===== src/rtl/dm_arbiter_pkg.sv =====
// Shared access-type codes, FSM states and request bundle
// for the data-memory arbiter.
package dm_arbiter_pkg;

  localparam logic [1:0] dm_word = 2'b00;
  localparam logic [1:0] dm_half = 2'b01;
  localparam logic [1:0] dm_byte = 2'b10;

  typedef enum logic {
    IDLE = 1'b0,
    RMW  = 1'b1
  } state_t;

  typedef struct packed {
    logic        we;
    logic [31:0] addr;
    logic [31:0] wdata;
    logic [1:0]  typ;
    logic        sext;
  } dm_req_t;

  function automatic logic misaligned(
    input logic [1:0] off,
    input logic [1:0] typ
  );
    return (typ == dm_half && off[0]) ||
           (typ == dm_word && off != 2'b00);
  endfunction

endpackage


===== src/rtl/dm_lane.sv =====
// Byte/half extract-extend for loads and
// byte/half merge for read-modify-write stores.
module dm_lane
  import dm_arbiter_pkg::*;
(
  input  logic [31:0] word,
  input  logic [31:0] wdata,
  input  logic [1:0]  off,
  input  logic [1:0]  typ,
  input  logic        sext,
  output logic [31:0] rdata,
  output logic [31:0] merged
);

  logic [7:0]  b;
  logic [15:0] h;

  always_comb begin
    b      = word[{off, 3'b000} +: 8];
    h      = off[1] ? word[31:16] : word[15:0];
    rdata  = word;
    merged = wdata;
    unique case (1'b1)
      typ == dm_byte: begin
        rdata  = {{24{sext & b[7]}}, b};
        merged = word;
        merged[{off, 3'b000} +: 8] = wdata[7:0];
      end
      typ == dm_half: begin
        rdata  = {{16{sext & h[15]}}, h};
        merged = word;
        if (off[1]) merged[31:16] = wdata[15:0];
        else        merged[15:0]  = wdata[15:0];
      end
      default: ;
    endcase
  end

endmodule


===== src/rtl/dm_arbiter.sv =====
// Two-port arbiter in front of the single-port DM;
// sub-word stores run as a two-cycle read-modify-write.
module dm_arbiter
  import dm_arbiter_pkg::*;
#(
  parameter int ADDR_W     = 12,
  parameter bit FIXED_PRIO = 1'b0
) (
  input  logic        clk,
  input  logic        reset,
  input  logic        req0_valid,
  input  logic        req1_valid,
  input  logic        req0_we,
  input  logic        req1_we,
  input  logic [31:0] req0_addr,
  input  logic [31:0] req1_addr,
  input  logic [31:0] req0_wdata,
  input  logic [31:0] req1_wdata,
  input  logic [1:0]  req0_type,
  input  logic [1:0]  req1_type,
  input  logic        req0_sext,
  input  logic        req1_sext,
  output logic        req0_ready,
  output logic        req1_ready,
  output logic        rsp0_valid,
  output logic        rsp1_valid,
  output logic [31:0] rsp0_rdata,
  output logic [31:0] rsp1_rdata,
  output logic        rsp0_err,
  output logic        rsp1_err,
  output logic [31:0] mem_addr,
  output logic [31:0] mem_wdata,
  output logic        mem_we,
  input  logic [31:0] mem_rdata
);

  state_t      state, state_n;
  logic        rr, rr_n;
  logic [31:0] lat_addr, lat_word;
  logic        lat_port;
  dm_req_t     r0, r1, req;
  logic        gnt, acc, err, sub;
  logic [31:0] lane_rdata, lane_merged;
  logic        rv_n, rp_n, re_n;
  logic [31:0] rd_n;

  always_comb begin
    r0 = '{we: req0_we, addr: req0_addr,
           wdata: req0_wdata, typ: req0_type,
           sext: req0_sext};
    r1 = '{we: req1_we, addr: req1_addr,
           wdata: req1_wdata, typ: req1_type,
           sext: req1_sext};
    if (req0_valid && req1_valid)
      gnt = FIXED_PRIO ? 1'b0 : ~rr;
    else
      gnt = req1_valid;
    req = gnt ? r1 : r0;
    acc = reset && state == IDLE &&
          (req0_valid || req1_valid);
    err = misaligned(req.addr[1:0], req.typ) ||
          ((req.addr >> ADDR_W) != 32'd0);
    sub = req.we &&
          (req.typ == dm_half || req.typ == dm_byte);
  end

  dm_lane u_lane (
    .word   (mem_rdata),
    .wdata  (req.wdata),
    .off    (req.addr[1:0]),
    .typ    (req.typ),
    .sext   (req.sext),
    .rdata  (lane_rdata),
    .merged (lane_merged)
  );

  always_comb begin
    state_n    = state;
    rr_n       = rr;
    mem_addr   = '0;
    mem_wdata  = '0;
    mem_we     = 1'b0;
    req0_ready = 1'b0;
    req1_ready = 1'b0;
    rv_n       = 1'b0;
    rp_n       = lat_port;
    rd_n       = '0;
    re_n       = 1'b0;
    unique case (state)
      IDLE: begin
        if (acc) begin
          req0_ready = ~gnt;
          req1_ready = gnt;
          rr_n       = gnt;
          rv_n       = 1'b1;
          rp_n       = gnt;
          if (err) begin
            re_n = 1'b1;
          end else if (!req.we) begin
            mem_addr = req.addr;
            rd_n     = lane_rdata;
          end else if (sub) begin
            mem_addr = req.addr;
            rv_n     = 1'b0;
            state_n  = RMW;
          end else begin
            mem_addr  = req.addr;
            mem_wdata = req.wdata;
            mem_we    = 1'b1;
          end
        end
      end
      RMW: begin
        // reset gates the write so an abandoned RMW never lands
        mem_addr  = lat_addr;
        mem_wdata = lat_word;
        mem_we    = reset;
        rv_n      = 1'b1;
        state_n   = IDLE;
      end
      default: state_n = IDLE;
    endcase
  end

  always_ff @(posedge clk) begin
    if (!reset) begin
      state      <= IDLE;
      rr         <= 1'b0;
      lat_addr   <= '0;
      lat_word   <= '0;
      lat_port   <= 1'b0;
      rsp0_valid <= 1'b0;
      rsp1_valid <= 1'b0;
      rsp0_rdata <= '0;
      rsp1_rdata <= '0;
      rsp0_err   <= 1'b0;
      rsp1_err   <= 1'b0;
    end else begin
      state      <= state_n;
      rr         <= rr_n;
      rsp0_valid <= rv_n & ~rp_n;
      rsp1_valid <= rv_n & rp_n;
      rsp0_rdata <= rp_n ? '0 : rd_n;
      rsp1_rdata <= rp_n ? rd_n : '0;
      rsp0_err   <= re_n & ~rp_n;
      rsp1_err   <= re_n & rp_n;
      if (acc && sub && !err) begin
        lat_addr <= req.addr;
        lat_word <= lane_merged;
        lat_port <= gnt;
      end
    end
  end

endmodule


===== config.mk =====
export PLATFORM = sky130hd
export DESIGN_NAME = dm_arbiter
export DESIGN_NICKNAME = d
export VERILOG_FILES = /design/src/rtl/dm_arbiter_pkg.sv /design/src/rtl/dm_lane.sv /design/src/rtl/dm_arbiter.sv
export SDC_FILE = /design/constraint.sdc
export NUM_CORES = 1
export LEC_CHECK = 0
export CAP_MARGIN = 20
export CORE_MARGIN = 3
export CORE_UTILIZATION = 45
export CTS_CLUSTER_SIZE = 12
export DETAILED_ROUTE_END_ITERATION = 10
export GPL_TIMING_DRIVEN = 1
export PLACE_DENSITY = 0.85
export SYNTH_ARGS = -nofsm -noshare
export SYNTH_HDL_FRONTEND = slang
export SYNTH_HIERARCHICAL = 1
export SYNTH_SLANG_ARGS = --single-unit

===== constraint.sdc =====
create_clock -name clk -period 13.3 [get_ports clk]
set_input_delay 3.99 -clock clk [delete_from_list [all_inputs] [get_ports clk]]
set_output_delay 3.99 -clock clk [all_outputs]
set_load 0.03 [all_outputs]

==> results of run 1 <==
logic make-up after synthesis:
kind of cell / Yosys count / synth area share [%]
flops: 135 / 36.0
compound gates: 132 / 13.6
simple gates: 467 / 30.7
fa+ha+maj: 9 / 1.50
mux: 74 / 10.2
buf+inv: 128 / 8.12
cells in the final DEF, fill, tap and decap left out, types with 7 or more instances in the layout:
master and instances:
clkdlybuf4s50_1 305, nand2_1 262, dfxtp_1 134, and3_1 85
mux2i_1 67, inv_1 49, nand4_1 34, and2_1 23
nand2b_1 19, clkbuf_16 17, a21o_1 17, o21ai_0 16
a22o_1 16, a21oi_1 14, a22oi_1 12, nor4_1 11
buf_4 10, nor2b_1 10, a221o_1 9, ha_1 8
o21ai_1 8, a222oi_1 8, o221ai_1 8, o2bb2ai_1 7
path summary, 6_finish.rpt:
| check | to | start | cells past startpoint | slack, ns |
|---|---|---|---|---|
| setup reg to reg | lat_word[21]$_SDFFE_PN0P_ | rr$_SDFFE_PN0P_ | 12 | 9.52 |
| setup / recovery | mem_addr[7] | req0_valid | 12 | 1.53 |
| hold reg to reg | lat_word[16]$_SDFFE_PN0P_ | lat_word[16]$_SDFFE_PN0P_ | 2 | 0.46 |
| hold / removal | lat_word[16]$_SDFFE_PN0P_ | lat_word[16]$_SDFFE_PN0P_ | 2 | 0.46 |
Yosys cell counts, types with 2 or more instances:
cell type | instances | share of area, %
o21ai_0 | 16 | 1.1
a21oi_1 | 15 | 1.0
nand3_1 | 4 | 0.27
a21o_1 | 17 | 1.7
nor2_1 | 6 | 0.30
o2bb2ai_1 | 7 | 0.82
dfxtp_1 | 135 | 36
buf_2 | 13 | 0.87
buf_6 | 14 | 2.1
and3_1 | 85 | 7.1
ha_1 | 9 | 1.5
nor3_4 | 2 | 0.43
nor4_1 | 11 | 0.92
o21ai_1 | 8 | 0.53
a31oi_1 | 3 | 0.25
a221o_1 | 9 | 1.2
and2_1 | 23 | 1.9
nor2b_1 | 11 | 0.92
a22oi_1 | 12 | 1.2
buf_1 | 5 | 0.25
mux2i_1 | 67 | 8.9
clkbuf_1 | 43 | 2.1
a21boi_0 | 2 | 0.20
nand2_1 | 262 | 13
inv_1 | 49 | 2.5
mux2_2 | 5 | 0.75
o221ai_1 | 8 | 0.93
buf_4 | 2 | 0.20
nor3_1 | 3 | 0.20
a222oi_1 | 8 | 1.1
nand2b_1 | 19 | 1.6
a22o_1 | 16 | 1.9
nand4_1 | 34 | 2.8
a211oi_1 | 2 | 0.20
registers in the layout, indices dropped and copies added, names as in the netlist:
signal      flops
rsp1_rdata     32
lat_port        1
rsp1_err        1
rr              1
rsp0_err        1
lat_word       32
state           1
rsp0_valid      1
rsp1_valid      1
rsp0_rdata     32
lat_addr       32
area by class of cell:
cell class	count	area [sq um]
Inverter	51	191
Clock buffer	22	474
Timing Repair Buffer	318	3190
Fill cell	1326	4880
Tap cell	216	270
Sequential cell	135	2700
Clock inverter	8	170
Multi-Input combinational cell	682	4240
metrics by stage:
step	util (%)	setup slack, ns	hold slack, ns	cells
floorplan	-	2.51	0.435	945
global placement	65.4	1.72	0.444	1400
detailed placement	65.4	1.54	0.452	1400
CTS	69.4	1.55	0.461	1430
global route	69.7	1.20	0.471	1432
finish	69.7	1.53	0.458	1432
report_power, final:
part	internal [mW]	switching [mW]	total, mW
clock network	0.345	0.168	0.513
registers	0.405	0.000341	0.406
logic	0.0998	0.120	0.219
total	0.850	0.288	1.14
routing by layer:
metal  routed length (um)  part of all wire, %
met1                10400                   38
met2                13700                   50
met3                 2570                  9.3
met4                  942                  3.4
met5                    0                    0
worst min-delay path: stages, from the launching register on:
cell and delay [ns]:
dfxtp_1 0.31, nand2_1 0.05, mux2i_1 0.05
==> impl_metrics.toml, run 1 <==
[status]
status = "complete, no violations"

[global_route]
top_usage_layer = "met2"
use_met2_pct = 49.4
use_met3_pct = 9.06
use_met1_pct = 35.5
grt_pass1_wl_mm = 42.2
antenna_found_initial = 0
grt_start_max_net_pins = 78
gr-total-overflow = 0
globalRouteTotalUtil_pct = 29.7
grt_pass1_vias = 7627

[place]
gp_congestion = 0.930
hpwl_mm = 19.9
placedInstanceArea_sq_um = 10500
portBuffers = 306

[timing]
fmaxAchievable_mhz = 84.9
hold_viol = 0
finalCritPeriodShare_pct = 88.5
rsz0062_at_grt = "false"
final.min_clock_period_ns = 11.77
tns_ns = 0
slew_violations = 0
tightest_slew_ns = 1.04
slew_headroom_pct = 30.5
setup_viol = 0
clock_skew_ns = 0.00856

[floorplan]
die_area_sq_um = 18300
placementRows = 46
start_util_pct = 46.6
num_io_pins = 307
die_x_um = 135
core_region_area_sq_um = 16100
chipHeight_um = 135

[layout]
final_nets = 1386
area_delta_synth_final_pct = 49.6
drive_gt1_share_pct = 5.51
insertedDiodeCount = 0
stdcell_area_sq_um = 11200

[clock_network]
root_buffer = "clkbuf_16"
cts_resized = 0
cts_buffers = 17
htreeDepth = 4
clk_pin_slew_ns = 0.05
cts_tree = "yes"
cts_setup_buffers = 0
clock_path_buffers = 2
holdBufCountCts = 0
clkLatencyLatePin_ns = 0.43
clock-sinks = 135

[synth]
yosysSeqAreaShare_pct = 36.0
synthCells = 945
synthArstFlopShare_pct = 0
ys.warnings.count = 6
synth_area_sq_um = 7510
ys.flop_type = "dfxtp_1"
synth_seq_cells = 135
synth_edf_count = 0
syn-num-nets = 1126
synth.avg_cell_area_sq_um = 7.94
ys_types = 54

[power]
total_power_mw = 1.14
power_density_nw_per_um2 = 101
leakagePower_nw = 5.30
max-vdd-ir-drop_uv = 97.7

[flow_run]
cap_violations = 0

[critical_path]
cp-start-kind = "primary input"
crit_arrival_ns = 7.78
path_delay_family = "buffers and inverters"
cp_slowest_cell = "clkdlybuf4s50_1"
crit_buf_inv = 3
crit_chain = "clkdlybuf4s50_1, a21bo_2, nand2_1, and2_1, ha_1, o21ai_0, mux2i_1, a221oi_4, buf_4, nand2_1, o21ai_0, clkdlybuf4s50_1"
slowest_delay_ns = 0.70
required_ns = 9.31
end_kind = "primary output"
crit_fanout = 38
worstSetupPathType = "in -> out"

[drt]
first_pass_iters = 7
drt_wl_total_mm = 27.6
wl_per_cell_um = 19.3
via_count = 7953
via_per_inst = 5.55
ant_nets = 0
drc = 0
drt_iter0_markers = 792

[hold_path]
hold_path_class = "reg -> reg"
Note: power is estimated with default switching activity, not from simulation.
==> run 2: changes to the inputs <==
--- a/config.mk
+++ b/config.mk
@@ -7,11 +7,11 @@
 export LEC_CHECK = 0
 export CAP_MARGIN = 20
 export CORE_MARGIN = 3
-export CORE_UTILIZATION = 45
+export CORE_UTILIZATION = 40
 export CTS_CLUSTER_SIZE = 12
 export DETAILED_ROUTE_END_ITERATION = 10
 export GPL_TIMING_DRIVEN = 1
-export PLACE_DENSITY = 0.85
+export PLACE_DENSITY = 0.8
 export SYNTH_ARGS = -nofsm -noshare
 export SYNTH_HDL_FRONTEND = slang
 export SYNTH_HIERARCHICAL = 1
==> constraint.sdc (replaced) <==
create_clock -name clk -period 10.6 [get_ports clk]
set_input_delay 3.18 -clock clk [delete_from_list [all_inputs] [get_ports clk]]
set_output_delay 3.18 -clock clk [all_outputs]
set_load 0.03 [all_outputs]
==> run 2 against run 1 <==
  * Worst hold slack better by 0.0021 ns
  * Sequential share of layout area about the same
  * Critical path depth decreased by 3
  * Highest routed layer unchanged
  * First-iteration DRC count decreased by 4.0%
  * Via count is 2.0% lower
  * Global-route usage decreased by 3.4 points
  * Worst setup slack got worse by 0.72 ns
  * Clock power rose by 23%
  * Largest cell class unchanged
  * Clock skew fell by 0.0036 ns
  * Cell area increased by 0.12%
  * Die area rose by 12%
  * Largest power group unchanged
  * Sequential power grew 25%
==> impl_metrics.toml, run 2 (synthesis results as in run 1) <==
[drt]
drc = 0
drt_iter0_markers = 760
via_per_inst = 5.38
via_count = 7794
drt_wl_total_mm = 27.8
ant_nets = 0
first_pass_iters = 8
wl_per_cell_um = 19.2

[power]
power_density_nw_per_um2 = 126
p_int_mw = 1.03
switchingPower_uw = 385
clock_power_share_pct = 44.5
seqPwrFrac_pct = 36.0
leakagePower_nw = 5.31
max-vdd-ir-drop_uv = 111
swShare_pct = 27.2
power_frac_comb_pct = 19.6

[timing]
slew_violations = 0
hold_viol = 0
fmaxAchievable_mhz = 102
finalCritPeriodShare_pct = 92.4
slew_headroom_pct = 28.4
final.min_clock_period_ns = 9.79
tightest_slew_ns = 1.07
timing.final.ws_setup_ns = 0.807
rsz0062_at_grt = "false"
setup_viol = 0
tns_ns = 0
clock_skew_ns = 0.00496
timing.hold.ws_ns = 0.460

[critical_path]
end_kind = "primary output"
crit_fanout = 48
crit_arrival_ns = 6.61
cp-start-kind = "primary input"
crit_chain = "clkdlybuf4s50_1, a21bo_2, buf_4, nand3_1, a221oi_4, buf_4, nand2_1, o21ai_0, clkdlybuf4s50_1"
cp_slowest_cell = "clkdlybuf4s50_1"
slowest_delay_ns = 0.71
required_ns = 7.42
worstSetupPathType = "in -> out"

[clock_network]
htreeDepth = 4
root_buffer = "clkbuf_16"
holdBufCountCts = 0
clock-sinks = 135
clk_pin_slew_ns = 0.06
clkLatencyLatePin_ns = 0.42
cts_resized = 0
cts_tree = "yes"
cts_setup_buffers = 0
clock_path_buffers = 2
cts_buffers = 17

[global_route]
gr-total-overflow = 0
grt_pass1_wl_mm = 41.9
grt_start_max_net_pins = 77
globalRouteTotalUtil_pct = 26.3
grt_pass1_vias = 7579
antenna_found_initial = 0

[place]
gp_congestion = 0.895
pre_cts_ws_ns = 0.780
portBuffers = 306
hpwl_mm = 20.6

[status]
status = "complete, no violations"

[layout]
area_delta_synth_final_pct = 49.8
final_common_cell = "clkdlybuf4s50_1"
drive_gt1_share_pct = 5.98
insertedDiodeCount = 0
final_nets = 1389
final_cell_mix = "clkdlybuf4s50_1, nand2_1, dfxtp_1"

[floorplan]
chipHeight_um = 143
die_x_um = 143
placementRows = 49
core_region_area_sq_um = 18200
start_util_pct = 41.2
die_area_sq_um = 20400
num_io_pins = 307

[hold_path]
hold_path_class = "reg -> reg"

[flow_run]
cap_violations = 0
-- run 2: changes by cell type in the layout (fill, tap and decap cells not counted), sizes merged --
cell	before	now
clkbuf	22	18
clkinvlp	2	1
inv	50	54
bufinv	5	4
clkinv	2	6
buf	13	15
-- run 2: layout make-up --
class	instances	area [sq um]
fill	1530	6960
multi-input combinational	682	4240
timing repair buffer	321	3200
sequential	135	2700
clock buffer	17	425
tap	229	287
clock inverter	14	199
inverter	51	191
-- run 2: path summary, 6_finish.rpt --
| check | from | to | slack, ns | cells past startpoint |
|---|---|---|---|---|
| max | req0_valid | mem_addr[1] | 0.81 | 9 |
| min | lat_word[19]$_SDFFE_PN0P_ | lat_word[19]$_SDFFE_PN0P_ | 0.46 | 2 |
| max reg2reg | rr$_SDFFE_PN0P_ | lat_word[18]$_SDFFE_PN0P_ | 7.07 | 13 |
| min reg2reg | lat_word[19]$_SDFFE_PN0P_ | lat_word[19]$_SDFFE_PN0P_ | 0.46 | 2 |
-- run 2: routing by layer --
metal | up-vias | share of wire [%] | global-route usage (%)
met3 | 55 | 7.8 | 5.36
met1 | 3591 | 40 | 32.2
li1 | 3777 | - | -
met2 | 371 | 50 | 45.3
met5 | - | 0 | 0
met4 | 0 | 2.8 | 9.95
-- run 2: power by group through the flow --
stage / Clock, mW / Sequential, mW / Combinational [mW]
after floorplan: 0 / 0.521 / 0.153
after global placement: 0 / 0.520 / 0.268
after detailed placement: 0 / 0.520 / 0.270
after CTS: 0.635 / 0.509 / 0.272
after global routing: 0.658 / 0.508 / 0.297
final: 0.629 / 0.509 / 0.277
-- run 2: through the flow --
step	instance area [sq um]	power [mW]	util (%)	std cells
6_report	11200	1.41	61.8	1449
5_1_grt	11200	1.46	61.8	1449
4_1_cts	11200	1.42	61.5	1447
3_5_place_dp	10600	0.790	58.1	1416
3_3_place_gp	10600	0.787	58.1	1416
2_1_floorplan	7510	0.674	-	945
-- run 2: worst max-delay path, delay by kind of cell --
family | cells | cell delay, ns
AND/OR/NAND/NOR | 2 | 0.52
buffers and inverters | 4 | 2.08
AO/OA/AOI/OAI | 3 | 0.81
==> run 3: changes to the inputs <==
--- a/config.mk
+++ b/config.mk
@@ -5,10 +5,10 @@
 export SDC_FILE = /design/constraint.sdc
 export NUM_CORES = 1
 export LEC_CHECK = 0
+export ABC_AREA = 1
 export CAP_MARGIN = 20
 export CORE_MARGIN = 3
-export CORE_UTILIZATION = 40
-export CTS_CLUSTER_SIZE = 12
+export CORE_UTILIZATION = 41
 export DETAILED_ROUTE_END_ITERATION = 10
 export GPL_TIMING_DRIVEN = 1
 export PLACE_DENSITY = 0.8
==> run 3 against run 2 <==
  * Critical endpoint unchanged
  * Clock skew up 0.0051 ns
  * Utilization increased by 0.16 points
  * Die area is 7.4% higher
  * Critical path type unchanged
  * Critical path depth increased by 6
  * Largest cell class unchanged
  * Clock power down 8.4%
  * Highest routed layer unchanged
  * Count of clock-buffer cells in the layout unchanged
==> impl_metrics.toml, run 3 <==
[flow_run]
cap_violations = 0

[power]
power_frac_comb_pct = 23.2
swShare_pct = 31.8
switchingPower_uw = 449
power_density_nw_per_um2 = 116
seqPwrFrac_pct = 36.0
p_int_uw = 964
leakagePower_nw = 5.29
total_power_mw = 1.41
max-vdd-ir-drop_uv = 94.7
clock_power_share_pct = 40.8

[critical_path]
worstSetupPathType = "in -> out"
ff2ff_setup_slack_ns = 6.51
crit_arrival_ns = 6.95
required_ns = 7.42
crit_fanout = 68
cp-start-kind = "primary input"
end_kind = "primary output"

[floorplan]
chipHeight_um = 148
placementRows = 51
die_x_um = 148
core_region_area_sq_um = 19700
start_util_pct = 42.2
die_area_sq_um = 22000
num_io_pins = 307

[timing]
fmaxAchievable_mhz = 98.8
clock_skew_ns = 0.0101
tns_ns = 0
setup_viol = 0
slew_violations = 0
slew_headroom_pct = 27.0
hold_viol = 0
rsz0062_at_grt = "false"
finalCritPeriodShare_pct = 95.5
timing.final.ws_setup_ns = 0.473
tightest_slew_ns = 1.09
final.min_clock_period_ns = 10.13
timing.hold.ws_ns = 0.440

[clock_network]
cts_tree = "yes"
cts_setup_buffers = 0
clock-sinks = 135
htreeDepth = 4
clk_pin_slew_ns = 0.06
root_buffer = "clkbuf_16"
clkLatencyLatePin_ns = 0.43
clock_path_buffers = 2
cts_buffers = 17

[synth]
synthArstFlopShare_pct = 0
synthCells = 1369
yosysSeqAreaShare_pct = 32.6
synth_seq_cells = 135
synth_area_sq_um = 8290
yosysMostFrequentCell = "nand2_1"
synth_top_area_share_pct = 32.6
synth_edf_count = 0
ys.warnings.count = 6
yosysTopAreaCell = "dfxtp_1"
synth.avg_cell_area_sq_um = 6.06
synth_common_cells = "nand2_1, nor2_1, dfxtp_1"
ys.flop_type = "dfxtp_1"
synthTopCellsByArea = "dfxtp_1, nand2_1, nor2_1"
syn-num-nets = 1550
ys_types = 33

[place]
pre_cts_ws_ns = 0.224
portBuffers = 306
gp_congestion = 0.980
hpwl_mm = 24.4
placedInstanceArea_sq_um = 11600

[layout]
final_cell_mix = "nand2_1, clkdlybuf4s50_1, nor2_1"
stdcell_area_sq_um = 12200
insertedDiodeCount = 0
final_nets = 1794
seqCellArea_sq_um = 2700
drive_gt1_share_pct = 7.20
nFillCells = 1843
area_delta_synth_final_pct = 46.8
final_common_cell = "nand2_1"
multi_input_area_sq_um = 4630

[hold_path]
hold_path_class = "reg -> reg"

[global_route]
gr-total-overflow = 0
antenna_found_initial = 0
globalRouteTotalUtil_pct = 28.8
grt_start_max_net_pins = 69
grt_pass1_vias = 9523
grt_pass1_wl_mm = 50.7

[drt]
via_count = 9919
first_pass_iters = 6
ant_nets = 0
wl_per_cell_um = 17.2
drt_iter0_markers = 911
via_per_inst = 5.25
drt_wl_total_mm = 32.5
drc = 0

[status]
status = "complete, no violations"
run 3: layer usage:
| metal | up-vias | track usage, % | part of all wire [%] | wire length [um] |
|---|---|---|---|---|
| met1 | 4535 | 35.8 | 41 | 13300 |
| met5 | - | 0 | 0 | 0 |
| met4 | 0 | 9.65 | 2.5 | 827 |
| met3 | 60 | 6.03 | 8.2 | 2650 |
| li1 | 4820 | - | - | - |
| met2 | 504 | 49.9 | 48 | 15800 |
run 3: cells by family after synthesis:
logic type	count (synthesis)	share of synthesized area (%)
AO/OA/AOI/OAI	196	12.7
AND/OR/NAND/NOR	811	41.6
buffers and inverters	218	11.8
adder cells (fa/ha/maj)	9	1.36
flip-flops	135	32.6
run 3: critical path: stages:
cell	delay [ns]
clkdlybuf4s50_1	0.51
nand2_4	0.15
nand2_8	0.11
buf_4	0.54
nand2_1	0.10
nand2_1	0.13
nor2_1	0.06
nor2_1	0.10
nand2_1	0.09
nor2_4	0.49
nand2_1	0.43
clkinv_2	0.46
nand2_1	0.16
o21ai_0	0.21
buf_4	0.20
run 3: area by class of cell:
class                   instances  area share (%)
repair buffers                320            28.6
multi-input cells            1016            38.0
well taps                     265            2.72
inverters                     123            3.80
flip-flops and latches        135            22.2
clock buffers                  17            3.50
clock inverters                14            1.14
run 3: worst paths after layout:
kind,from,to,cells after the start
max reg2reg,rr$_SDFFE_PN0P_,lat_word[3]$_SDFFE_PN0P_,14
max,req0_valid,mem_addr[1],15
min reg2reg,lat_addr[12]$_SDFFE_PN0P_,lat_addr[12]$_SDFFE_PN0P_,2
min,lat_addr[12]$_SDFFE_PN0P_,lat_addr[12]$_SDFFE_PN0P_,2
run 3: timing repair:
item	in CTS	in global routing
hold buffers	0	0
setup endpoints to repair	0	31
resized for setup	0	2
run 3: power by group through the flow:
stage | combinational, mW | sequential (mW) | clock (mW)
finish | 0.328 | 0.509 | 0.576
global route | 0.359 | 0.508 | 0.603
CTS | 0.321 | 0.509 | 0.583
detailed placement | 0.320 | 0.520 | 0
global placement | 0.316 | 0.520 | 0
floorplan | 0.191 | 0.521 | 0
run 3: per-stage QoR:
step / utilization [%] / std cells
floorplan: - / 1369
global placement: 58.8 / 1857
detailed placement: 59.0 / 1859
CTS: 61.9 / 1890
global route: 61.9 / 1890
finish: 61.9 / 1890
